[src/rtl/instr_encoder_if.sv]
// Request and instruction-memory write bus for the instruction encoder.
// The slave modport is the encoder; the master modport is the requester
// together with the memory that answers the write strobe.
interface instr_encoder_if;
  logic        in_valid_i;
  logic        in_ready_o;
  logic [3:0]  op_sel_i;
  logic [4:0]  rs_i;
  logic [4:0]  rt_i;
  logic [4:0]  rd_i;
  logic [4:0]  shamt_i;
  logic [5:0]  funct_i;
  logic [15:0] imm_i;
  logic [25:0] target_i;
  logic        mem_we_o;
  logic [31:0] mem_addr_o;
  logic [31:0] mem_data_o;
  logic        mem_ack_i;

  modport slave (
    input  in_valid_i, op_sel_i, rs_i, rt_i, rd_i, shamt_i, funct_i,
           imm_i, target_i, mem_ack_i,
    output in_ready_o, mem_we_o, mem_addr_o, mem_data_o
  );

  modport master (
    output in_valid_i, op_sel_i, rs_i, rt_i, rd_i, shamt_i, funct_i,
           imm_i, target_i, mem_ack_i,
    input  in_ready_o, mem_we_o, mem_addr_o, mem_data_o
  );
endinterface

[src/rtl/instr_encoder.sv]
// Instruction encoder: turns a mnemonic request into a 32-bit MIPS-style
// word and writes it to consecutive instruction-memory addresses.
//
// state | meaning
// IDLE  | ready for a request (unless the word counter is full)
// WRITE | mem_we_o held with address/data until mem_ack_i
// ERR   | invalid mnemonic seen; waits for clear_i
module instr_encoder #(
  parameter logic [31:0] BASE_ADDR = 32'h0000_0000,
  parameter int          DEPTH     = 256,
  localparam int         CW        = $clog2(DEPTH) + 1
) (
  input  logic          clk_i,
  input  logic          rst_i,
  instr_encoder_if.slave bus,
  input  logic          clear_i,
  output logic [CW-1:0] count_o,
  output logic          full_o,
  output logic          err_o
);

  localparam logic [1:0] S_IDLE  = 2'd0;
  localparam logic [1:0] S_WRITE = 2'd1;
  localparam logic [1:0] S_ERR   = 2'd2;

  logic [1:0]    state_q, state_d;
  logic          we_q, we_d;
  logic [31:0]   addr_q, addr_d;
  logic [31:0]   data_q, data_d;
  logic [CW-1:0] count_q, count_d;
  logic          err_q, err_d;

  logic [31:0] enc_word;
  logic        op_invalid;
  logic        full;
  logic        ready;

  assign full       = (count_q == CW'(DEPTH));
  assign ready      = (state_q == S_IDLE) && !full;
  assign op_invalid = (bus.op_sel_i[3:1] == 3'b111);

  // Combinational encode of the current request fields.
  always_comb begin
    enc_word = 32'd0;
    case (bus.op_sel_i)
      4'd0:  enc_word = {6'b000000, bus.rs_i, bus.rt_i, bus.rd_i, bus.shamt_i, bus.funct_i};
      4'd1:  enc_word = {6'b001000, bus.rs_i, bus.rt_i, bus.imm_i};
      4'd2:  enc_word = {6'b001011, bus.rs_i, bus.rt_i, bus.imm_i};
      4'd3:  enc_word = {6'b000100, bus.rs_i, bus.rt_i, bus.imm_i};
      4'd4:  enc_word = {6'b001111, 5'd0,     bus.rt_i, bus.imm_i};
      4'd5:  enc_word = {6'b001101, bus.rs_i, bus.rt_i, bus.imm_i};
      4'd6:  enc_word = {6'b000101, bus.rs_i, bus.rt_i, bus.imm_i};
      4'd7:  enc_word = {6'b100011, bus.rs_i, bus.rt_i, bus.imm_i};
      4'd8:  enc_word = {6'b101011, bus.rs_i, bus.rt_i, bus.imm_i};
      4'd9:  enc_word = {6'b000110, bus.rs_i, 5'd0,     bus.imm_i};
      4'd10: enc_word = {6'b000111, bus.rs_i, 5'd0,     bus.imm_i};
      4'd11: enc_word = {6'b000000, bus.rs_i, 15'd0,    6'b001000};
      4'd12: enc_word = {6'b000010, bus.target_i};
      4'd13: enc_word = {6'b000011, bus.target_i};
      default: enc_word = 32'd0;
    endcase
  end

  // Next-state logic; clear_i outranks a same-cycle acceptance in IDLE.
  always_comb begin
    state_d = state_q;
    we_d    = we_q;
    addr_d  = addr_q;
    data_d  = data_q;
    count_d = count_q;
    err_d   = err_q;
    case (state_q)
      S_IDLE: begin
        if (clear_i) begin
          count_d = '0;
          err_d   = 1'b0;
        end else if (bus.in_valid_i && ready) begin
          if (op_invalid) begin
            err_d   = 1'b1;
            state_d = S_ERR;
          end else begin
            data_d  = enc_word;
            addr_d  = BASE_ADDR + (32'(count_q) << 2);
            we_d    = 1'b1;
            state_d = S_WRITE;
          end
        end
      end
      S_WRITE: begin
        if (bus.mem_ack_i) begin
          we_d    = 1'b0;
          count_d = count_q + CW'(1);
          state_d = S_IDLE;
        end
      end
      S_ERR: begin
        if (clear_i) begin
          count_d = '0;
          err_d   = 1'b0;
          state_d = S_IDLE;
        end
      end
      default: state_d = S_IDLE;
    endcase
  end

  // State registers; reset wins over everything, including a pending write.
  always_ff @(posedge clk_i) begin
    if (rst_i) begin
      state_q <= S_IDLE;
      we_q    <= 1'b0;
      addr_q  <= 32'd0;
      data_q  <= 32'd0;
      count_q <= '0;
      err_q   <= 1'b0;
    end else begin
      state_q <= state_d;
      we_q    <= we_d;
      addr_q  <= addr_d;
      data_q  <= data_d;
      count_q <= count_d;
      err_q   <= err_d;
    end
  end

  assign bus.in_ready_o = ready;
  assign bus.mem_we_o   = we_q;
  assign bus.mem_addr_o = addr_q;
  assign bus.mem_data_o = data_q;
  assign count_o        = count_q;
  assign full_o         = full;
  assign err_o          = err_q;

endmodule
[src/flat_wrapper.sv]
// flat-port wrapper written by rule: the top's interface ports become plain ports
module instr_encoder_flat 
#(
  parameter logic [31:0] BASE_ADDR = 32'h0000_0000,
  parameter int          DEPTH     = 256,
  localparam int         CW        = $clog2(DEPTH) + 1
)
  (clk_i, rst_i, clear_i, count_o, full_o, err_o, bus_in_valid_i, bus_op_sel_i, bus_rs_i, bus_rt_i, bus_rd_i, bus_shamt_i, bus_funct_i, bus_imm_i, bus_target_i, bus_mem_ack_i, bus_in_ready_o, bus_mem_we_o, bus_mem_addr_o, bus_mem_data_o);
  instr_encoder_if bus_i ();
  input  logic clk_i;
  input  logic rst_i;
  input  logic clear_i;
  output logic [CW-1:0] count_o;
  output logic full_o;
  output logic err_o;
  input wire logic [$bits(bus_i.in_valid_i)-1:0] bus_in_valid_i;
  input wire logic [$bits(bus_i.op_sel_i)-1:0] bus_op_sel_i;
  input wire logic [$bits(bus_i.rs_i)-1:0] bus_rs_i;
  input wire logic [$bits(bus_i.rt_i)-1:0] bus_rt_i;
  input wire logic [$bits(bus_i.rd_i)-1:0] bus_rd_i;
  input wire logic [$bits(bus_i.shamt_i)-1:0] bus_shamt_i;
  input wire logic [$bits(bus_i.funct_i)-1:0] bus_funct_i;
  input wire logic [$bits(bus_i.imm_i)-1:0] bus_imm_i;
  input wire logic [$bits(bus_i.target_i)-1:0] bus_target_i;
  input wire logic [$bits(bus_i.mem_ack_i)-1:0] bus_mem_ack_i;
  output wire logic [$bits(bus_i.in_ready_o)-1:0] bus_in_ready_o;
  output wire logic [$bits(bus_i.mem_we_o)-1:0] bus_mem_we_o;
  output wire logic [$bits(bus_i.mem_addr_o)-1:0] bus_mem_addr_o;
  output wire logic [$bits(bus_i.mem_data_o)-1:0] bus_mem_data_o;
  assign bus_i.in_valid_i = bus_in_valid_i;
  assign bus_i.op_sel_i = bus_op_sel_i;
  assign bus_i.rs_i = bus_rs_i;
  assign bus_i.rt_i = bus_rt_i;
  assign bus_i.rd_i = bus_rd_i;
  assign bus_i.shamt_i = bus_shamt_i;
  assign bus_i.funct_i = bus_funct_i;
  assign bus_i.imm_i = bus_imm_i;
  assign bus_i.target_i = bus_target_i;
  assign bus_i.mem_ack_i = bus_mem_ack_i;
  assign bus_in_ready_o = bus_i.in_ready_o;
  assign bus_mem_we_o = bus_i.mem_we_o;
  assign bus_mem_addr_o = bus_i.mem_addr_o;
  assign bus_mem_data_o = bus_i.mem_data_o;
  instr_encoder #(.BASE_ADDR(BASE_ADDR), .DEPTH(DEPTH)) u_core (.clk_i(clk_i), .rst_i(rst_i), .bus(bus_i), .clear_i(clear_i), .count_o(count_o), .full_o(full_o), .err_o(err_o));
endmodule
[config.mk]
export PLATFORM = sky130hd
export DESIGN_NAME = instr_encoder_flat
export DESIGN_NICKNAME = d
export VERILOG_FILES = /design/src/rtl/instr_encoder_if.sv /design/src/rtl/instr_encoder.sv /design/src/flat_wrapper.sv
export SDC_FILE = /design/constraint.sdc
export NUM_CORES = 1
export LEC_CHECK = 0
export CORE_MARGIN = 3
export CORE_UTILIZATION = 43
export DETAILED_ROUTE_END_ITERATION = 8
export PLACE_DENSITY = 0.95
export REMOVE_ABC_BUFFERS = 1
export SLEW_MARGIN = 10
export SYNTH_ARGS = -nofsm -noshare
export SYNTH_HDL_FRONTEND = slang
export SYNTH_SLANG_ARGS = --single-unit
[constraint.sdc]
create_clock -name clk_i -period 3.38 [get_ports clk_i]
set_input_delay 0.845 -clock clk_i [delete_from_list [all_inputs] [get_ports clk_i]]
set_output_delay 0.845 -clock clk_i [all_outputs]
set_load 0.02 [all_outputs]
* Word level (Yosys, flattened, before mapping) *
Cells that the tools add are included.

storage, ports and cells
  register bits after elaboration = 54
  bits in latches = 0
  memory bits (read-only) = 0
  memories kept = 0
  output and inout port bits = 77
  RAM bits = 0

operators by class
  order comparisons = 0
  multipliers = 0
  div/mod/pow operators = 0
  muxes and demuxes = 20
  bitwise logic cells = 2
  equal/unequal tests = 25
  shift-type cells = 0
  add/subtract/negate cells = 1
  reductions and logical operators = 14

operator list
  cell                                                  number
  case mux 32 bit (14 select lines)                     1
  equality test 4 bit (second input constant)           6
  two-way mux 9 bit                                     2
  case mux 9 bit (2 select lines)                       1
  equality test 4 x 3 -> 1 bit (second input constant)  4
  AND reduction 4 bit                                   3
  two-way mux 2 bit                                     5
  != test 2 bit (second input constant)                 5
  adder 9 x 1 -> 9 bit (second input constant)          1
  equality test 9 bit (second input constant)           1
  equality test 4 x 2 -> 1 bit (second input constant)  2
  two-way mux 1 bit                                     8
  case mux 2 bit (3 select lines)                       1
  nonzero test 2 bit                                    3
  AND reduction 5 bit                                   1
  equality test 4 x 1 -> 1 bit (second input constant)  1
  zero test 4 bit                                       1
  case mux 1 bit (2 select lines)                       2
  equality test 3 bit (second input constant)           1
  != test 3 x 2 -> 1 bit (second input constant)        1
  != test 3 bit (second input constant)                 1
  AND reduction 3 bit                                   1
  equality test 2 x 1 -> 1 bit (second input constant)  1
  equality test 2 bit (second input constant)           1
  6 further kinds                                       8

* Depth between registers and ports, before layout *
Gate-level depths: netlist of the first run.

  word-level depth = 7
  gate-level depth with buffers = 8
  gate-level depth less buffers = 6

* Worst setup path before layout of the first run *
Ideal clock, no wire load.

  path kind = reg-to-output
  start = register u_core.count_q[0], in the netlist u_core.count_o[0]
  end = output bus_in_ready_o
  data required time = 2.535 ns
  arrival = 1.659 ns
  path slack = 0.876 ns
  buffers on the path = 0
  cell stages (with the launch flop) = 6
  path through = dfxtp_1 -> inv_1 -> ha_1 -> nor4b_1 -> and2_1 -> nor3_1

between the ends
  cells in the longest elaborated chain, start to end = 3

RTL lines
  element                 line                  source
  from (decl)             instr_encoder.sv:30   logic [CW-1:0] count_q, count_d;
  from (signal assigned)  instr_encoder.sv:121  count_q <= count_d;
  equality test 9 bit     instr_encoder.sv:38   assign full = (count_q == CW'(DEPTH));
  net full_o              flat_wrapper.sv:14    output logic full_o;
  zero test 1 bit         instr_encoder.sv:39   assign ready = (state_q == S_IDLE) && !full;
  logical AND 1 bit       instr_encoder.sv:39
  to (decl)               flat_wrapper.sv:26    output wire logic [$bits(bus_i.in_ready_o)-1:0] bus_in_ready_o;

The timed path passes the listed nets, and every way through them passes these cells.

* Worst setup path after layout of the first run *
  start = register u_core.count_q[0], in the netlist u_core.count_o[0]
  end = output bus_in_ready_o

between the ends
  cells in the longest elaborated chain, start to end = 3

RTL lines
  element              line
  equality test 9 bit  instr_encoder.sv:38
  zero test 1 bit      instr_encoder.sv:39
  logical AND 1 bit    instr_encoder.sv:39

Every way passes these cells.

==> results of run 1 <==
[power groups by stage]
stage	combinational [W]	clock [W]	sequential (W)
after floorplan	0.000150	0	0.000718
after detailed placement	0.000398	0	0.000687
after global placement	0.000388	0	0.000685
after CTS	0.000399	0.000508	0.000673
after global routing	0.000429	0.000533	0.000677
final	0.000399	0.000495	0.000672
[worst max-delay path, cell delays in order (launching register included)]
cell             delay [ns]
dfxtp_1                0.43
inv_1                  0.11
ha_1                   0.20
nor4b_2                0.18
and2_1                 0.17
nor3_1                 0.13
clkdlybuf4s50_1        0.63
[cells in the final DEF (no fill, tap or decap), drive strengths merged, types with 3 or more instances in the layout]
cell type and n:
a22oi 5, clkdlybuf4s50 128, a211oi 28, inv 3
o21ai 14, dfxtp 53, a2bb2oi 5, a32oi 5
nor3 9, conb 24, nand2 7, nor4 3
o2111ai 4, nand2b 4, xor2 4, a21oi 51
a222oi 15, nor2 16, and3 4, buf 12
nand3 9, clkbuf 5
[through the flow]
step / power, W / utilization, %
finish: 0.00157 / 65.7
CTS: 0.00158 / 65.6
global route: 0.00164 / 65.7
detailed placement: 0.00108 / 63.6
floorplan: 0.000869 / -
global placement: 0.00107 / 63.6
[what timing repair did]
action,CTS,global route
endpoints found under the hold margin,0,0
endpoints found under the setup margin,0,2
setup buffers,0,0
gates resized for setup,0,1
[per-layer routing]
layer | routed length, microns | up-vias
met2 | 4450 | 153
met1 | 3410 | 1419
met3 | 747 | 2
met5 | 0 | -
li1 | - | 1430
met4 | 29 | 0
[cell families (layout without fill, tap and decap cells)]
| family | count (synthesis) | in the layout | synth area share, % |
|---|---|---|---|
| compound gates | 140 | 140 | 34.3 |
| simple gates | 64 | 64 | 13.0 |
| buf+inv | 62 | 151 | 13.2 |
| flops | 53 | 53 | 36.1 |
| xor+xnor | 6 | 6 | 1.79 |
| fa+ha+maj | 2 | 2 | 0.851 |
| mux | 2 | 2 | 0.681 |
| other cells | 1 | 24 | 0.127 |
[area by class of cell]
cell class	instances	area (sq um)	share of cell area, %
Clock buffer	5	68.8	1.61
Clock inverter	3	65.1	1.52
Inverter	3	11.3	0.264
Multi-Input combinational cell	238	1600	37.4
Sequential cell	53	1060	24.9
Tap cell	77	96.3	2.26
Timing Repair Buffer	140	1370	32.1
[state kept, by name, summed over array words and instances (netlist names)]
signal / flops
u_core.state_q: 2
u_core.bus.mem_we_o: 1
u_core.err_o: 1
u_core.count_o: 9
u_core.bus.mem_addr_o: 9
u_core.bus.mem_data_o: 31
[worst max-delay path by stage]
stage	from	slack [ns]	end
global route	u_core.count_o[0]	0.25	full_o
floorplan	u_core.count_o[0]	0.41	u_core.bus.mem_data_o[17]
detailed placement	clear_i	0.46	u_core.count_o[5]
CTS	u_core.count_o[0]	0.16	full_o
finish	u_core.count_o[0]	0.39	bus_in_ready_o
global placement	clear_i	0.56	u_core.count_o[5]
==> impl_results.md, run 1 <==
* Final Hold Fails at 0
* Initial Utilization at 45.3%
* Commonest cells post-synth: dfxtp_1 (53), a21oi_1 (50), buf_4 (26)
* Maximum root-to-sink buffer count at 2
* Pin count of the biggest net entering global routing at 48
* Worst-margin pin slew at 0.653 ns
* Net switching power at 0.000426 W
* CORE AREA at roughly 0.0065 sq mm
* VDD IR-drop max at 213 uV
* Type of element launching the critical path: flip-flop
* Switching share of total power at 27.2%
* Number of cells after detailed placement at between 500 and 600
* Worst Min Path Start: u_core.bus.mem_addr_o[6]
* Number of warnings reported in the yosys synthesis log at 0
* Hold Buf Count CTS at 0
* Final Instance Count excl. Fillers at 519
* Arrival @ worst endpoint at 2.15 ns
* Class of the tightest hold or removal check: flip-flop to flip-flop
* First-pass iteration count of the detailed router at 5
* Ratio of cells with drive above 1 in the final layout at 9.05%
* Number of placement rows at 29
* Via count of the first global-routing pass at 2,852
* Routed via count at about 3,000
* Tot GR Track Use at 21.6%
* R2r setup slk at 1.34 ns
* Wire length of the first global-routing pass at 13,600 microns
* Post-route cell area at 0.00427 sq mm
* Unrepaired setup endpoints after global routing: false
* Most Used Layer, Global Route: met2
* Most area-hungry cell type in the Yosys netlist: dfxtp_1
* Clock tree from TritonCTS: yes
* Endpoint of the most critical register-to-register path: u_core.bus.mem_data_o[7]
* Floorplan die area at a little under 0.008 sq mm
* Clock share of power at 31.6%
* Max frequency at 334 MHz
* Die Wd at 88.7 microns
* Clk_skew at 0.00667 ns
* Register bit total from synthesis at 53
* Max-slew violation total from the final report at 0
* Share of synthesized area occupied by flip-flops and latches at 36.1%
* Ranking of synthesized cells by area: dfxtp_1 (36%), a21oi_1 (8.5%), buf_4 (6.6%)
* Worst hold path depth at 2
* Antenna cell count at 0
* Half-perimeter wire length after placement at roughly 6200 microns
* Port-buffer cells at about 130
* CTS clk-pin slew, worst paths at 0.10 ns
* GR Layer Usage met3 at between 5 and 6%
* Worst R2R Start: u_core.count_o[0]
* Count of unresolved DRC violations after routing at 0
* Number of endpoints failing setup at the final stage at 0
* TNS Setup at 0 ns
* Combinational fraction of design power at approximately 26%
* Congestion Overflow GR at 0
* Count of distinct cell types in the synthesized netlist at 56
* Worst hold slack at 0.484 ns
* Cell depth of the worst flop-to-flop path at 7
* Clock sink count at 53
* Max H-tree Level at 2
* Post-synth EDFFs at 0
* Commonest register cell after synthesis: dfxtp_1
* Area delta synth->final at 45.1%
* DRT iter0 DRCs at 206
* Final weighted congestion of routability-driven global placement at 0.844
* End point of the most critical hold path: u_core.bus.mem_addr_o[6]
* Number of max-cap violations at 0
* Pre-CTS worst setup slack at 0.463 ns
* Required time of the critical path at between 2 and 3 ns
* Die extent in y at just under 90 microns
* Fill cell instance count of the final layout at 529
* Routed wire length per instance at between 15 and 20 microns
* Net count of the finished layout at between 500 and 600
* Crit Path Class: flip-flop to output pin
* Number of buffers created by CTS at 5
* Largest fanout on the critical path at 5
* Per-cell via count in the routed design at 5.79
* Total Routed Length at 8630 microns
* Top cell type's share of synthesized area at 36.1%
* Cell Area, Synth at about 0.0029 sq mm
* Number of cells produced by synthesis at 330
* Number of antenna violations at the first check in global routing at 0
* Fin crit period at between 2 and 3 ns
* Global Route met1 Usage at 26.3%
* Sequential cell fraction of total power at 42.9%
* Reported leakage power at about 1.5 nW
* Synthesized area per cell at 8.91 sq um
* Most common cell in the synthesized netlist: dfxtp_1
* Async SR Flop Fraction at 0%
* Met2 track demand over resource in global routing at between 30% and 40%
* Io pins at ~150
* Category of the worst setup path capture point: output pin
* Relative max-transition margin at 56.0%
* Internal power consumption at 0.00114 W
* Final clock period utilization by the worst path at between 80% and 90%
* Final Worst Setup Slack at 0.387 ns
* Remaining number of nets flagged by the antenna check after routing at 0
* Clock Latency Late Sink at around 0.3 ns
* Cell chosen for the clock root: clkbuf_8
* Total power per unit cell area at between 300 and 400 mW/mm^2
* Result of the run: finished clean
* Cell area reported after detailed placement at 0.00413 sq mm
(Power assumes the default switching activity.)
==> inputs of run 2 (changes only) <==
Settings changed: CORE_UTILIZATION 43 to 45, DONT_BUFFER_PORTS set to 1, PLACE_DENSITY 0.95 to 0.72.
==> run 2 against run 1 <==
Compared with the run above: clock power fell by 28%; combinational power is 53% lower; design area down 32%; core utilization is 19 points lower; power is 20% lower; hold slack improved by 0.11 ns; worst setup slack improved by 0.0060 ns; global-route usage shrank 1.8 points; sequential power increased by 6.1%; final cell count decreased by 26%; register-to-register slack got worse by 0.39 ns; largest cell class unchanged.
==> impl_results.md, run 2 (synthesis results as in run 1) <==
* Crit path buf inv count at 1
* Final clock period utilization by the worst path at 88.4%
* Pin count of the biggest net entering global routing at 49
* Per-cell via count in the routed design at 6.40
* Via count of the first global-routing pass at 2,386
* Highest cell delay on the worst timing path at between 0.5 and 0.6 ns
* Clock Latency Late Sink at 0.30 ns
* Cell chosen for the clock root: clkbuf_8
* Floorplan die area at 0.00754 sq mm
* Flip-flop count of the largest register after layout at 31
* Max H-tree Level at 2
* Max frequency at approximately 330 MHz
* Die Wd at between 80 and 90 microns
* Total of cells resized after clock tree synthesis at 0
* Number of cells after detailed placement at 375
* Net count of the finished layout at 386
* Area delta synth->final at -1.79%
* Total Power at 0.00125 W
* Clock sink count at 53
* Category of the worst setup path capture point: output pin
* Number of post-CTS setup repair buffers at 0
* Crit Path Class: flip-flop to output pin
* Final Hold Fails at 0
* Routed wire length per instance at 20.2 microns
* Congestion Overflow GR at 0
* Initial Utilization at 48.0%
* Number of antenna violations at the first check in global routing at 0
* Max-slew violation total from the final report at 0
* Total power per unit cell area at 434 mW/mm^2
* Most frequent cells in the layout: dfxtp_1 (53), a21oi_1 (50), conb_1 (24)
* Class of the tightest hold or removal check: flip-flop to flip-flop
* Worst-margin pin slew at 0.761 ns
* Routed via count at 2,453
* Ratio of cells with drive above 1 in the final layout at 10.4%
* Wire length of the first global-routing pass at 11,900 microns
* Tot GR Track Use at 19.8%
* Slowest cell on crit path: dfxtp_1
* First-pass iteration count of the detailed router at 4
* Final Instance Count excl. Fillers at 383
* CORE AREA at ~0.006 sq mm
* Relative max-transition margin at 48.5%
* Largest fanout on the critical path at 5
* Half-perimeter wire length after placement at 5450 microns
* Number of buffers created by CTS at 5
* Final weighted congestion of routability-driven global placement at 0.824
* Chain of cells forming the critical path: inv_1 -> ha_1 -> nor4b_1 -> and2_1 -> nor3_1
* Maximum root-to-sink buffer count at 2
* Most common cell after layout, fill and taps aside: dfxtp_1
* Required time of the critical path at 2.53 ns
* Reported leakage power at 0.968 nW
* TNS Setup at 0 ns
* Number of endpoints failing setup at the final stage at 0
* Count of unresolved DRC violations after routing at 0
* Total Routed Length at between 7000 and 8000 microns
* Clk_skew at around 0.0088 ns
* DRT iter0 DRCs at about 140
* Result of the run: finished clean
* Met2 track demand over resource in global routing at 33.5%
* Most Used Layer, Global Route: met2
* Antenna cell count at 0
* Global Route met1 Usage at 24.3%
* GR Layer Usage met3 at roughly 6.2%
* Arrival @ worst endpoint at around 2.1 ns
* Number of placement rows at 28
* Clock tree from TritonCTS: yes
* Io pins at 154
* CTS clk-pin slew, worst paths at 0.10 ns
* Port-buffer cells at 0
* Unrepaired setup endpoints after global routing: false
* VDD IR-drop max at 244 uV
* Remaining number of nets flagged by the antenna check after routing at 0
* Number of max-cap violations at 0
* Type of element launching the critical path: flip-flop
* Die extent in y at 86.9 microns
* Fin crit period at 2.99 ns
* Cell family with most CP delay: simple AND/OR/NAND/NOR gates
* Hold Buf Count CTS at 0
-- run 2: through the flow --
step                      hold WS, ns  area, sq um  util, %  worst slack, ns
after floorplan                 0.543         2650        -            0.406
after global placement          0.570         2800     45.7            0.749
after detailed placement        0.575         2800     45.7            0.713
after CTS                       0.581         2890     47.1            0.370
after global routing            0.566         2890     47.1            0.257
final                           0.590         2890     47.1            0.393
-- run 2: path summary, 6_finish.rpt --
check	start	depth (start not counted)	to	slack [ns]
worst min register to register	u_core.bus.mem_addr_o[10]	2	u_core.bus.mem_addr_o[10]	0.59
worst max-delay path	u_core.count_o[0]	5	bus_in_ready_o	0.39
worst max register to register	u_core.count_o[0]	7	u_core.bus.mem_data_o[24]	0.95
worst min-delay path	u_core.bus.mem_addr_o[10]	2	u_core.bus.mem_addr_o[10]	0.59
-- run 2: power breakdown --
part | switching, W | leakage, nW | internal, W | total (W)
logic | 0.000117 | 0.498 | 0.0000698 | 0.000187
registers | 0.0000591 | 0.432 | 0.000653 | 0.000713
clock network | 0.000209 | 0.0374 | 0.000146 | 0.000356
total | 0.000385 | 0.968 | 0.000870 | 0.00125
-- run 2: worst min-delay path: cells and delay by family (launching register included) --
| kind | cells | cell delay, ns |
|---|---|---|
| flip-flops | 1 | 0.39 |
| AO/OA/AOI/OAI | 2 | 0.16 |
-- run 2: area by class of cell --
cell class	instances	area (sq um)
Timing Repair Buffer	6	45.0
Clock buffer	6	72.6
Sequential cell	53	1060
Multi-Input combinational cell	238	1590
Fill cell	588	3240
Clock inverter	2	15.0
Tap cell	75	93.8
Inverter	3	11.3
-- run 2: per-layer routing --
layer | up-vias | share of wire (%)
met3 | 6 | 10
met4 | 0 | 0.78
met5 | - | 0
met2 | 134 | 49
li1 | 1161 | -
met1 | 1152 | 40
==> inputs of run 3 (changes only) <==
Settings changed: CORE_ASPECT_RATIO set to 1.25, PLACE_DENSITY 0.72 to unset.
==> run 3 against run 2 <==
Compared with the run above: die area hardly changed; count of clock-buffer cells in the layout is 1 lower; register-to-register slack better by 0.04 ns; combinational power hardly changed; critical path depth stayed put; critical path type unchanged.
==> impl_results.md, run 3 (synthesis results as in run 1) <==
* Result of the run: finished clean
* Most frequent cells in the layout: dfxtp_1 (53), a21oi_1 (50), conb_1 (24)
* Number of cells after detailed placement at ~380
* TNS Setup at 0 ns
* Clk_skew at 0.00489 ns
* Tot GR Track Use at 19.0%
* Die Wd at 78.3 microns
* Crit path buf inv count at 1
* Number of endpoints failing setup at the final stage at 0
* Arrival @ worst endpoint at 2.14 ns
* Chain of cells forming the critical path: inv_1 -> ha_1 -> nor4b_1 -> and2_1 -> nor3_1
* Initial Utilization at between 40 and 50%
* Number of antenna violations at the first check in global routing at 0
* Worst hold slack at 0.581 ns
* Multi-input combinational cell area at ~0.0016 sq mm
* Worst hold path depth at 2
* Final Hold Fails at 0
* Required time of the critical path at about 2.5 ns
* Class of the tightest hold or removal check: flip-flop to flip-flop
* Total Routed Length at 7460 microns
* Start point of the critical path: u_core.count_o[0]
* Number of post-CTS setup repair buffers at 0
* Count of unresolved DRC violations after routing at 0
* Largest fanout on the critical path at 5
* Worst R2R Start: u_core.count_o[0]
* Via count of the first global-routing pass at 2,300
* Congestion Overflow GR at 0
* VDD IR-drop max at 178 uV
* Max frequency at 335 MHz
* DRT iter0 DRCs at ~120
* Floorplan die area at 0.00755 sq mm
* Remaining number of nets flagged by the antenna check after routing at 0
* Area delta synth->final at -1.66%
* Number of max-cap violations at 0
* Category of the worst setup path capture point: output pin
* CTS clk-pin slew, worst paths at 0.10 ns
* Port-buffer cells at 0
* Clock sink count at 53
* Per-cell via count in the routed design at 6.21
* Worst-margin pin slew at 0.794 ns
* Slowest cell on crit path: dfxtp_1
* Final weighted congestion of routability-driven global placement at slightly above 0.7
* Final Instance Count excl. Fillers at approximately 400
* Ratio of cells with drive above 1 in the final layout at 10.4%
* Number of buffers created by CTS at 5
* Half-perimeter wire length after placement at 5010 microns
* Storage element area at 0.00106 sq mm
* Clock tree from TritonCTS: yes
* Number of placement rows at 32
* Flip-flop count of the largest register after layout at 31
* Routed wire length per instance at approximately 19 microns
* Fill cell instance count of the final layout at 630
* Unrepaired setup endpoints after global routing: false
* Antenna cell count at 0
* Post-route cell area at approximately 0.0029 sq mm
* Max H-tree Level at 2
* Maximum root-to-sink buffer count at 2
* Routed via count at between 2,000 and 2,500
* Net count of the finished layout at 385
* Io pins at 154
* R2r setup slk at 0.99 ns
* Total stage count of the critical path at 5
* First-pass iteration count of the detailed router at 5
* Die extent in y at 96.4 microns
* Final clock period utilization by the worst path at 88.3%
* Relative max-transition margin at 46.3%
* Endpoint of the most critical register-to-register path: u_core.bus.mem_data_o[3]
* Cell family with most CP delay: simple AND/OR/NAND/NOR gates
* Reported leakage power at around 0.97 nW
* Cell area reported after detailed placement at around 0.0028 sq mm
* Wire length of the first global-routing pass at between 10,000 and 15,000 microns
* Cell depth of the worst flop-to-flop path at 7
* Most common cell after layout, fill and taps aside: dfxtp_1
* Fin crit period at 2.99 ns
* Hold Buf Count CTS at 0
* Clock Latency Late Sink at 0.30 ns
* Pin count of the biggest net entering global routing at a little under 50
* Total of cells resized after clock tree synthesis at 0
* Total power per unit cell area at 433 mW/mm^2
* CORE AREA at about 0.0062 sq mm
* Max-slew violation total from the final report at 0
* Type of element launching the critical path: flip-flop
* Worst setup path endpoint: bus_in_ready_o
* Crit Path Class: flip-flop to output pin
* Cell chosen for the clock root: clkbuf_8
* Highest cell delay on the worst timing path at ~0.53 ns
-- run 3: cell count changes in the layout (fill, tap and decap cells not counted), sizes merged --
| cell | change |
|---|---|
| clkinv | +2 |
| clkinvlp | -1 |
| clkbuf | -1 |
| buf | -1 |
-- run 3: metal layers --
layer | track usage [%] | wire [microns] | vias up
met5 | 0 | 0 | -
met4 | 4.96 | 33 | 0
met3 | 5.94 | 682 | 2
met2 | 32.8 | 3710 | 102
met1 | 23.1 | 3030 | 1167
li1 | - | - | 1163
-- run 3: tightest hold or removal path, delay by kind of cell (launching register included) --
kind	cells	cell delay, ns
DFF	1	0.39
AOI/OAI and AO/OA	2	0.16
-- run 3: where the power goes --
part | internal (W) | switching, W
clock network | 0.000144 | 0.000212
registers | 0.000653 | 0.0000577
logic | 0.0000683 | 0.000116
total | 0.000865 | 0.000386
-- run 3: worst min path at each step --
stage / from / to / slack [ns]
floorplan: u_core.bus.mem_data_o[26] / u_core.bus.mem_data_o[26] / 0.54
global placement: u_core.bus.mem_addr_o[2] / u_core.bus.mem_addr_o[2] / 0.57
detailed placement: u_core.bus.mem_addr_o[5] / u_core.bus.mem_addr_o[5] / 0.57
CTS: u_core.bus.mem_addr_o[5] / u_core.bus.mem_addr_o[5] / 0.59
global route: rst_i / u_core.bus.mem_data_o[24] / 0.59
finish: u_core.bus.mem_addr_o[2] / u_core.bus.mem_addr_o[2] / 0.58
-- run 3: per-stage QoR --
step / util [%] / power [W] / worst slack, ns
final: 46.3 / 0.00125 / 0.395
after floorplan: - / 0.000869 / 0.406
after detailed placement: 44.9 / 0.000911 / 0.723
after global placement: 44.9 / 0.000909 / 0.742
after global routing: 46.3 / 0.00132 / 0.123
after CTS: 46.3 / 0.00127 / 0.370
-- run 3: final cells by class --
class	count	area share [%]
Sequential cell	53	36.7
Inverter	3	0.389
Clock inverter	3	0.606
Timing Repair Buffer	5	1.30
Multi-Input combinational cell	238	55.0
Tap cell	85	3.68
Clock buffer	5	2.38
